**config.mk**
```make
export PLATFORM = sky130hd
export DESIGN_NAME = axis_vec_tx
export DESIGN_NICKNAME = d
export VERILOG_FILES = /design/src/rtl/axis_vec_pkg.sv /design/src/rtl/vec_buf.sv /design/src/rtl/axis_vec_tx.sv
export SDC_FILE = /design/constraint.sdc
export NUM_CORES = 1
export LEC_CHECK = 0
export BUFFER_PORTS_ARGS = -buffer_cell sky130_fd_sc_hd__buf_2
export CORE_UTILIZATION = 40
export DETAILED_ROUTE_END_ITERATION = 6
export PLACE_DENSITY = 0.53
export SLEW_MARGIN = 20
export SYNTH_ARGS = -nofsm -noshare
export SYNTH_HDL_FRONTEND = slang
export SYNTH_SLANG_ARGS = --single-unit
export TNS_END_PERCENT = 20
```
**constraint.sdc**
```tcl
create_clock -name clk -period 3 [get_ports clk]
set_input_delay 0.6 -clock clk [delete_from_list [all_inputs] [get_ports clk]]
set_output_delay 0.6 -clock clk [all_outputs]
set_load 0.02 [all_outputs]
```
**src/rtl/axis_vec_pkg.sv**
```systemverilog
// Shared types and defaults for the buffered AXI4-Stream vector transmitter.
package axis_vec_pkg;

  localparam int unsigned DATA_WIDTH_DEF = 32;
  localparam int unsigned DEPTH_DEF      = 16;

  typedef enum logic {
    IDLE = 1'b0,
    SEND = 1'b1
  } tx_state_t;

endpackage

```
**src/rtl/vec_buf.sv**
```systemverilog
// DEPTH x DATA_WIDTH register file: one synchronous write port, one asynchronous read port.
module vec_buf
  import axis_vec_pkg::*;
#(
  parameter  int unsigned DATA_WIDTH = DATA_WIDTH_DEF,
  parameter  int unsigned DEPTH      = DEPTH_DEF,
  localparam int unsigned ADDR_W     = $clog2(DEPTH)
) (
  input  logic                  clk,
  input  logic                  rst_n,
  input  logic                  wr_en,
  input  logic [ADDR_W-1:0]     wr_addr,
  input  logic [DATA_WIDTH-1:0] wr_data,
  input  logic [ADDR_W-1:0]     rd_addr,
  output logic [DATA_WIDTH-1:0] rd_data_c
);

  logic [DATA_WIDTH-1:0] mem [DEPTH];

  always_ff @(posedge clk or negedge rst_n) begin
    if (!rst_n) begin
      for (int i = 0; i < int'(DEPTH); i++) begin
        mem[i] <= '0;
      end
    end else if (wr_en) begin
      mem[wr_addr] <= wr_data;
    end
  end

  assign rd_data_c = mem[rd_addr];

endmodule

```
**src/rtl/axis_vec_tx.sv**
```systemverilog
// Buffered AXI4-Stream packet transmitter: words loaded into vec_buf while idle are
// emitted as one TLAST-terminated packet on start, honouring TREADY backpressure.
module axis_vec_tx
  import axis_vec_pkg::*;
#(
  parameter  int unsigned DATA_WIDTH = DATA_WIDTH_DEF,
  parameter  int unsigned DEPTH      = DEPTH_DEF,
  localparam int unsigned ADDR_W     = $clog2(DEPTH),
  localparam int unsigned LEN_W      = $clog2(DEPTH + 1)
) (
  input  logic                  clk,
  input  logic                  rst_n,
  input  logic                  wr_en,
  input  logic [ADDR_W-1:0]     wr_addr,
  input  logic [DATA_WIDTH-1:0] wr_data,
  input  logic                  start,
  input  logic [LEN_W-1:0]      len,
  output logic                  busy,
  output logic                  done,
  output logic                  len_err,
  output logic [DATA_WIDTH-1:0] OUTPUT_AXIS_TDATA,
  output logic                  OUTPUT_AXIS_TLAST,
  output logic                  OUTPUT_AXIS_TVALID,
  input  logic                  OUTPUT_AXIS_TREADY
);

  tx_state_t             state, state_nxt;
  logic [ADDR_W-1:0]     idx, idx_nxt, rd_addr_c;
  logic [LEN_W-1:0]      len_q, len_nxt;
  logic [DATA_WIDTH-1:0] rd_data_c, tdata_nxt;
  logic                  tvalid_nxt, tlast_nxt, busy_nxt, done_nxt, len_err_nxt;
  logic                  len_ok_c, hs_c, last_beat_c, buf_wr_c;

  assign len_ok_c    = (len != '0) && (len <= LEN_W'(DEPTH));
  assign hs_c        = OUTPUT_AXIS_TVALID && OUTPUT_AXIS_TREADY;
  assign last_beat_c = (LEN_W'(idx) + LEN_W'(1)) == len_q;
  // Packet contents are frozen once sending starts.
  assign buf_wr_c    = wr_en && (state == IDLE);
  // Idle prefetches word 0; while sending, look ahead to the next beat.
  assign rd_addr_c   = (state == SEND) ? idx + ADDR_W'(1) : '0;

  vec_buf #(
    .DATA_WIDTH (DATA_WIDTH),
    .DEPTH      (DEPTH)
  ) u_buf (
    .clk       (clk),
    .rst_n     (rst_n),
    .wr_en     (buf_wr_c),
    .wr_addr   (wr_addr),
    .wr_data   (wr_data),
    .rd_addr   (rd_addr_c),
    .rd_data_c (rd_data_c)
  );

  always_ff @(posedge clk or negedge rst_n) begin
    if (!rst_n) begin
      state              <= IDLE;
      idx                <= '0;
      len_q              <= '0;
      OUTPUT_AXIS_TDATA  <= '0;
      OUTPUT_AXIS_TLAST  <= 1'b0;
      OUTPUT_AXIS_TVALID <= 1'b0;
      busy               <= 1'b0;
      done               <= 1'b0;
      len_err            <= 1'b0;
    end else begin
      state              <= state_nxt;
      idx                <= idx_nxt;
      len_q              <= len_nxt;
      OUTPUT_AXIS_TDATA  <= tdata_nxt;
      OUTPUT_AXIS_TLAST  <= tlast_nxt;
      OUTPUT_AXIS_TVALID <= tvalid_nxt;
      busy               <= busy_nxt;
      done               <= done_nxt;
      len_err            <= len_err_nxt;
    end
  end

  always_comb begin
    state_nxt = state;
    case (state)
      IDLE:    if (start && len_ok_c) state_nxt = SEND;
      SEND:    if (hs_c && last_beat_c) state_nxt = IDLE;
      default: state_nxt = IDLE;
    endcase
  end

  always_comb begin
    idx_nxt     = idx;
    len_nxt     = len_q;
    tdata_nxt   = OUTPUT_AXIS_TDATA;
    tlast_nxt   = OUTPUT_AXIS_TLAST;
    tvalid_nxt  = OUTPUT_AXIS_TVALID;
    busy_nxt    = busy;
    done_nxt    = 1'b0;
    len_err_nxt = 1'b0;
    case (state)
      IDLE: begin
        if (start) begin
          if (len_ok_c) begin
            idx_nxt    = '0;
            len_nxt    = len;
            tdata_nxt  = rd_data_c;
            tlast_nxt  = (len == LEN_W'(1));
            tvalid_nxt = 1'b1;
            busy_nxt   = 1'b1;
          end else begin
            len_err_nxt = 1'b1;
          end
        end
      end
      SEND: begin
        if (hs_c) begin
          if (last_beat_c) begin
            tvalid_nxt = 1'b0;
            tlast_nxt  = 1'b0;
            busy_nxt   = 1'b0;
            done_nxt   = 1'b1;
          end else begin
            idx_nxt   = idx + ADDR_W'(1);
            tdata_nxt = rd_data_c;
            // Next beat is last when idx+1 == len-1.
            tlast_nxt = (LEN_W'(idx) + LEN_W'(2)) == len_q;
          end
        end
      end
      default: ;
    endcase
  end

endmodule
```
* Yosys cells after proc, flatten, opt, wreduce, memory -nomap -nowiden
Cells that the tools add are included.
W data, S select, Z words.
** Storage, ports and cells
- Register bits after elaboration :: 558
- Input port bits :: 46
- Output and inout port bits :: 37
- Logic and storage cells :: 89
** Operators by class
- $lt $le $gt $ge :: 4
- Multiplexer cells :: 36
- Bitwise gates (word level) :: 3
- Add/subtract/negate cells :: 3
- Equality and inequality tests :: 8
- Reduce and logical (&&, ||, !) cells :: 11
** Operators by type and width (number)
- $bwmux W512 :: 1
- $mux W32 :: 7
- $bmux W32 S4 :: 1
- $demux W32 S4 :: 1
- $pmux W32 S2 :: 1
- $mux W4 :: 5
- $mux W1 :: 16
- $eq A5 B5 Y1 :: 2
- $ge A5 B5 Y1 const B :: 2
- $not A4 Y5 :: 2
- $pmux W4 S2 :: 1
- $reduce_and A4 Y1 :: 2
- $logic_and A1 B1 Y1 :: 6
- $ne A2 B2 Y1 const B :: 3
- $pmux W1 S2 :: 3
- $reduce_and A3 Y1 :: 2
- $add A4 B1 Y5 const B :: 1
- $add A4 B2 Y5 const B :: 1
- $eq A5 B1 Y1 const B :: 1
- $le A5 B5 Y1 const B :: 1
- $lt A5 B1 Y1 const B :: 1
- $reduce_bool A5 Y1 :: 1
- $add A4 B1 Y4 const B :: 1
- $ne A2 B1 Y1 const B :: 2
- $not A1 Y1 :: 1

* Logic depth before layout (Yosys ltp)
Gate-level depths: netlist (run 1).
- Depth after elaboration :: 9
- Depth in mapped cells :: 10
- Gate-level depth less buffers :: 6

* Modules after synthesis
A second synthesis (run 1) with hierarchy kept.
** Second synthesis, totals
- Cell total of the unflattened synthesis :: 1554
- Area, all modules :: 24982.7 um^2
** By module, submodules not included
- vec_buf :: cells an instance 1405, instances 1, seq. area each 12812.3 um^2, area each 22774.3 um^2
- axis_vec_tx :: cells an instance 149, instances 1, seq. area each 1151.1 um^2, area each 2208.4 um^2

* Worst setup path before layout (run 1)
OpenSTA, ideal clock, no wires.
- Path type :: register -> register
- Start point :: register idx[1]
- End point :: register OUTPUT_AXIS_TDATA[11]
- Path slack :: 0.621 ns
- Required time :: 2.878 ns
- Setup time :: 0.122 ns
- Clock period less this slack :: 2.379 ns
- Arrival time :: 2.258 ns
- Path buffers :: 4
- Cell stages (with the launch flop) :: 11
- Cell sequence :: dfrtp_1 > ha_1 > buf_2 > buf_2 > buf_4 > buf_2 > mux2i_1 > nand2_1 > a21oi_1 > nor4_1 > a32o_1
** On the way
- Cells in the longest elaborated chain, start to end :: 9
- Elaborated cells between the ends (all ways) :: 15
- Those cells by class :: 2 x add/sub; 2 x eq/ne; 9 x mux; 1 x bitwise; 1 x reduce/logical
** Ends and longest elaborated chain
- start: declaration :: line axis_vec_tx.sv:28 : logic [ADDR_W-1:0] idx, idx_nxt, rd_addr_c;
- start signal: assignment :: line axis_vec_tx.sv:68 : idx <= idx_nxt;
- $add A4 B1 Y4 :: line axis_vec_tx.sv:40 : assign rd_addr_c = (state == SEND) ? idx + ADDR_W'(1) : '0;
- $mux W4 :: line axis_vec_tx.sv:40
- $not A4 Y5 (implied by the code) :: line vec_buf.sv:30 : assign rd_data_c = mem[rd_addr];
- $bmux W32 S4 :: line vec_buf.sv:30
- $mux W32 (implied by the code) (2 in series) :: line vec_buf.sv:30
- $mux W32, on equally long branches :: line axis_vec_tx.sv:114, axis_vec_tx.sv:100
- $mux W32, on equally long branches :: line axis_vec_tx.sv:113, axis_vec_tx.sv:99
- $pmux W32 S2 :: line axis_vec_tx.sv:97 : case (state)
- end signal: assignment :: line axis_vec_tx.sv:70 : OUTPUT_AXIS_TDATA <= tdata_nxt;
- end: declaration :: line axis_vec_tx.sv:21 : output logic [DATA_WIDTH-1:0] OUTPUT_AXIS_TDATA,
Several ways; a longest one is shown, not always the timed one. The select of a mux whose other input is x is not followed.
A chain may end at the register's enable or synchronous reset.

* Final worst setup path (run 1)
- Start point :: register idx[1]
- End point :: register OUTPUT_AXIS_TDATA[7]
Same word-level chain as after synthesis.

==> reports/metrics.cfg, run 1 <==
[status]
status=finished clean

[critical_path]
crit_required_ns=3.57
crit_type=flip-flop to flip-flop
crit_arrival_ns=3.37
start_kind=flip-flop
path_buf_inv=1
slowest_delay_ns=0.90
worst-path-max-fanout=28
cpMaxStageDelayCell=a21oi_4
endpoint_kind=flip-flop
cp_cell_sequence=ha_1 -> a21boi_0 -> nor2_1 -> a21oi_4 -> buf_4 -> nand2b_1 -> a32o_1
path_delay_family=compound AO/OA/AOI/OAI gates

[floorplanning]
chipHeight_um=255
boundaryPins=83
start_util_pct=40.5
die_area_um2=64900
num_rows=92
die_x_um=255
core_area_um2=63100

[detailed_routing]
first_iter_violations=1265
drtAntennaViolNets=0
vias=16718
drt_wl_total_um=72800
avgRoutedWirePerCell_um=25.3
vias_per_cell=5.80
drtPass1Iterations=5
drc_errors=0

[logic_synthesis]
ys_seq_area_share_pct=54.6
yosysUniqueCellTypes=52
synth_cells=1943
yosysWarnings=0
synth_fp_nets=1991
avgSynthCellArea_um2=13.2
syn_area_um2=25600
ys_ff_latch=558

[grt]
antenna_found_initial=3
grt_usage_pct=22.8
grt_pass1_vias=17472
grt_pass1_wl_um=112000
gr-total-overflow=0
grt_max_degree=92

[layout]
drive_above_1_share_pct=40.4
multi_input_area_um2=10900
fill_cells=5667
final_nets=2031
final_common_cell=dfrtp_1
final_cell_count_no_fill=2880
fin_util_pct=46.7
area_growth_pct=15.3
layout_common_cells=dfrtp_1 (557), mux2_2 (545), nand2_1 (108)
final-seq-area_um2=14000

[placement]
gp_congestion=0.761
dp_hpwl_um=40500
dp.cells=2766
place.port_buffers=82

[clocking]
hold_buffers=1
clk_latency_ns=0.64
clk_pin_slew_ns=0.06
postCtsSetupBuffers=0
clock-root-buffer=clkbuf_16
cts_tree=done
htreeDepth=2
cts.repair.resized=0
cts_buffers=60
cts_buffer_depth=3
clock-sinks=558

[worst_hold_path]
hp-class=input pin to flip-flop

[sta]
fin_crit_sh_pct=93.3
worstMarginPinSlew_ns=1.12
grt_setup_unrepaired=no
period_needed_ns=2.80
max_freq_ghz=0.357
drv_slew=0
hold_violations=0
finalClockSkew_ns=0.0212
setup_viol=0
finalSetupTns_ns=0
max_slew_margin_pct=25.2

[pwr]
peakVddDrop_mv=0.874
power_density_nw_per_um2=948
p_leak_nw=14.5

[flow_run]
max-cap-violations=0

[worst paths after layout]
kind	end	cells after the start	from	slack, ns
worst max register to register	OUTPUT_AXIS_TDATA[7]	7	idx[1]	0.20
worst min-delay path	len_err	3	start	0.24
worst max-delay path	OUTPUT_AXIS_TDATA[7]	7	idx[1]	0.20
worst min register to register	u_buf.mem[43]	1	u_buf.mem[43]	0.49
min in group asynchronous	u_buf.mem[171]	2	rst_n	0.55
max in group asynchronous	u_buf.mem[150]	3	rst_n	1.56
[through the flow]
stage          worst slack (ns)  area (µm²)  hold slack, ns  total power, mW
4_1_cts                   0.201       29500           0.216             28.2
3_3_place_gp              0.182       27500           0.468             20.4
3_5_place_dp              0.224       27500           0.476             20.6
5_1_grt                  0.0415       29500           0.239             29.3
6_report                  0.201       29500           0.243             27.9
2_1_floorplan             0.621       25600           0.304             16.7
[worst min-delay path: cells and delay by family]
kind,cells,cell delay (ns)
buffers and inverters,1,0.12
AND/OR/NAND/NOR,2,0.12
[power by group]
part	switching (mW)	internal, mW	total (mW)
combinational	6.31	4.46	10.8
clock	3.08	4.41	7.49
sequential	0.811	8.87	9.68
total	10.2	17.7	27.9
[final cells by class]
cell class | instances | share of cell area [%]
diodes | 1 | 0.00849
clock buffers | 98 | 6.09
clock inverters | 14 | 0.679
inverters | 5 | 0.0637
multi-input cells | 1198 | 37.1
flip-flops and latches | 558 | 47.4
well taps | 846 | 3.59
repair buffers | 160 | 5.06
[cells by family after synthesis]
logic type	synth area share, %
AO/OA/AOI/OAI	9.43
multiplexers	28.1
AND/OR/NAND/NOR	4.37
buffers and inverters	3.02
flip-flops	54.6
XOR/XNOR	0.401
adder cells (fa/ha/maj)	0.0978
[state kept, by name, summed over array words and instances, names as in the netlist]
signal and count:
OUTPUT_AXIS_TDATA 32, OUTPUT_AXIS_TLAST 1, OUTPUT_AXIS_TVALID 1, done 1, idx 4, len_err 1, len_q 5, state 1
u_buf.mem 512
[layer usage]
layer / GRT usage (%) / wire length, µm / part of all wire [%]
met1: 33.1 / 34600 / 48
met2: 36.4 / 34000 / 47
met3: 3.34 / 3180 / 4.4
met4: 4.29 / 1080 / 1.5
met5: 0 / 0 / 0
[synth_stat cells, drive strengths merged]
cell type / instances / area, µm²
and3: 5 / 31.3
o21ai: 4 / 20.0
nor3: 4 / 20.0
inv: 5 / 18.8
a21boi: 1 / 7.51
or2: 1 / 6.26
xor3: 1 / 23.8
mux2: 549 / 6180
o41ai: 1 / 8.76
nand3: 7 / 35.0
nor4: 34 / 228
nor2b: 7 / 43.8
nand4: 3 / 18.8
a211oi: 1 / 7.51
or4: 1 / 7.51
a221o: 94 / 941
a2111oi: 2 / 23.8
a221oi: 2 / 17.5
o22a: 31 / 272
o21a: 1 / 7.51
mux2i: 99 / 995
dfrtp: 558 / 14000
clkbuf: 103 / 387
a21oi: 97 / 485
xor2: 5 / 43.8
a31oi: 1 / 6.26
and3b: 2 / 17.5
o311ai: 2 / 17.5
a21o: 1 / 7.51
a311o: 1 / 10.0
o31ai: 1 / 12.5
xnor2: 4 / 35.0
a211o: 2 / 17.5
nor2: 10 / 37.5
buf: 79 / 368
nor3b: 3 / 22.5
o211ai: 5 / 37.5
and2: 1 / 6.26
nand2: 118 / 443
nand2b: 32 / 200
ha: 2 / 25.0
a32o: 31 / 310
o22ai: 31 / 194
a2bb2oi: 1 / 8.76
Note: power is estimated with default switching activity, not from simulation.
==> run 2: changes to the inputs <==
--- a/config.mk
+++ b/config.mk
@@ -6,9 +6,11 @@
 export NUM_CORES = 1
 export LEC_CHECK = 0
 export BUFFER_PORTS_ARGS = -buffer_cell sky130_fd_sc_hd__buf_2
-export CORE_UTILIZATION = 40
+export CELL_PAD_IN_SITES_DETAIL_PLACEMENT = 0
+export CELL_PAD_IN_SITES_GLOBAL_PLACEMENT = 2
+export CORE_UTILIZATION = 30
 export DETAILED_ROUTE_END_ITERATION = 6
-export PLACE_DENSITY = 0.53
+export PLACE_DENSITY = 0.55
 export SLEW_MARGIN = 20
 export SYNTH_ARGS = -nofsm -noshare
 export SYNTH_HDL_FRONTEND = slang
==> run 2 against run 1 <==
  * Final area rose by 2.0%
  * Hold slack got worse by 0.19 ns
  * Setup slack got worse by 0.0051 ns
  * Count of clock-buffer cells in the layout rose by 10
  * Clock skew rose by 0.0067 ns
  * Cell count rose by 11%
  * Maximum frequency fell by 0.18%
  * Non-clock buffer count rose by 19
  * Utilization fell by 11 points
  * Sequential share of layout area fell by 0.95 points
  * Critical path depth did not move
  * Critical endpoint is now OUTPUT_AXIS_TDATA[22]
  * Largest power group unchanged
  * Highest routed layer is now met5
==> reports/metrics.cfg, run 2 (synthesized netlist as in run 1, its figures left out) <==
[status]
status=finished clean

[clocking]
cts_buffer_depth=3  ; unchanged
cts.repair.resized=0  ; unchanged
hold_buffers=0  ; -1
clk_pin_slew_ns=0.06  ; about the same
postCtsSetupBuffers=0  ; unchanged
clk_latency_ns=0.61  ; -0.03 ns
cts_buffers=67  ; +12%
htreeDepth=3  ; +1
clock-sinks=558  ; unchanged
clock-root-buffer=clkbuf_16
cts_tree=done

[flow_run]
max-cap-violations=0  ; unchanged

[critical_path]
slowest_delay_ns=0.93  ; +0.03 ns
worst-path-max-fanout=14  ; -50%
path_buf_inv=1  ; unchanged
cpMaxStageDelayCell=or4_2
rr_worst_depth=7  ; unchanged
start_kind=flip-flop
crit_type=flip-flop to flip-flop
crit_required_ns=3.49  ; -0.08 ns
path_delay_family=simple AND/OR/NAND/NOR gates
crit_arrival_ns=3.29  ; -0.08 ns
endpoint_kind=flip-flop
worst-path-stages=7  ; unchanged
cp_cell_sequence=ha_1 -> and3b_1 -> or4_2 -> buf_12 -> a21oi_1 -> nor4_1 -> a32o_1

[sta]
setup_viol=0  ; unchanged
drv_slew=0  ; unchanged
period_needed_ns=2.80  ; +0.00507 ns
finalClockSkew_ns=0.0279  ; +0.00667 ns
fin_crit_sh_pct=93.5  ; +0.17 points
worstMarginPinSlew_ns=0.828  ; -0.291 ns
hold-worst-slack_ns=0.0497  ; -0.193 ns
hold_violations=0  ; unchanged
setup_ws_ns=0.196  ; -0.00507 ns
grt_setup_unrepaired=no
max_freq_ghz=0.357  ; -0.18%
finalSetupTns_ns=0  ; unchanged
max_slew_margin_pct=44.7  ; +19 points

[placement]
dp.cells=3074  ; +11%
place.port_buffers=82  ; unchanged
dpl_cell_area_um2=27900  ; +1.7%
dp_slack_ns=0.210  ; -0.0141 ns
dp_hpwl_um=45900  ; +13%
gp_congestion=0.720  ; -5.5%

[detailed_routing]
drtAntennaViolNets=0  ; unchanged
first_iter_violations=805  ; -36%
vias_per_cell=5.22  ; -10%
drc_errors=0  ; unchanged
avgRoutedWirePerCell_um=24.8  ; -2.0%
drt_wl_total_um=79000  ; +8.6%
drtPass1Iterations=4  ; -1
vias=16651  ; -0.40%

[grt]
gr-total-overflow=0  ; unchanged
grt_pass1_wl_um=120000  ; +7.8%
grt_max_degree=79  ; -14%
antenna_found_initial=5  ; +2
grt_pass1_vias=17804  ; +1.9%
grt_usage_pct=18.7  ; -4.2 points

[pwr]
peakVddDrop_mv=0.664  ; -24%
power_density_nw_per_um2=964  ; +1.6%
p_leak_nw=14.7  ; +0.91%
power_mw=29.0  ; +3.7%

[layout]
top_register=u_buf.mem
top_regs=u_buf.mem x512, OUTPUT_AXIS_TDATA x32, len_q x5
final_nets=2057  ; +1.3%
fin_util_pct=35.8  ; -11 points
largest_reg_flops=512  ; unchanged
drive_above_1_share_pct=41.1  ; +0.65 points
final_common_cell=dfrtp_1
fill_cells=8150  ; +44%
final_cell_count_no_fill=3192  ; +11%
layout_common_cells=dfrtp_1 (557), mux2_2 (545), nand2_1 (108)
area_growth_pct=17.6
fin_area_um2=30100  ; +2.0%

[floorplanning]
start_util_pct=30.5  ; -10 points
die_area_um2=86400  ; +33%
core_area_um2=84000  ; +33%
num_rows=106  ; +15%
die_x_um=294  ; +15%
boundaryPins=83  ; unchanged
chipHeight_um=294  ; +15%

[worst_hold_path]
hp-class=input pin to asynchronous set/reset pin

## run 2: cell types whose count changed in the layout (fill, tap and decap cells not counted), moves of 2 or more
cell,before,now
inv_6,1,3
bufinv_16,4,2
buf_4,38,62
clkbuf_1,23,25
clkinv_2,7,2
buf_12,38,35
clkbuf_16,60,69
## run 2: area by class of cell
class / instances / area (µm²) / area share [%]
Multi-Input combinational cell: 1198 / 10900 / 36.4
Tap cell: 1134 / 1420 / 4.72
Clock buffer: 108 / 2010 / 6.69
Clock inverter: 9 / 129 / 0.428
Sequential cell: 558 / 14000 / 46.4
Timing Repair Buffer: 179 / 1590 / 5.27
Inverter: 5 / 18.8 / 0.0624
Antenna cell: 1 / 2.50 / 0.00832
## run 2: final timing paths
check                                       start                    end  slack (ns)
max in group asynchronous                   rst_n         u_buf.mem[470]        2.14
worst min-delay path                        rst_n         u_buf.mem[200]        0.05
worst max-delay path                       idx[1]  OUTPUT_AXIS_TDATA[22]        0.20
worst min register to register  OUTPUT_AXIS_TLAST      OUTPUT_AXIS_TLAST        0.49
worst max register to register             idx[1]  OUTPUT_AXIS_TDATA[22]        0.20
min in group clk                            start                len_err        0.27
## run 2: per-layer routing
metal	track usage [%]	vias up	part of all wire [%]
met5	0	-	0.011
met4	4.88	2	1.8
met3	3.03	94	3.7
met2	29.6	263	47
met1	26.3	8925	48
li1	-	7367	-
## run 2: report_power, final
part / total (mW) / switching, mW / leakage (nW) / internal, mW
clock network: 7.98 / 3.22 / 1.04 / 4.76
registers: 9.68 / 0.811 / 7.66 / 8.87
logic: 11.3 / 6.60 / 5.96 / 4.72
## run 2: worst reg2reg max path, cell delays in order (launching register included)
cell and delay, ns:
dfrtp_1 0.46, ha_1 0.29, and3b_1 0.21, or4_2 0.93
buf_12 0.28, a21oi_1 0.17, nor4_1 0.08, a32o_1 0.26
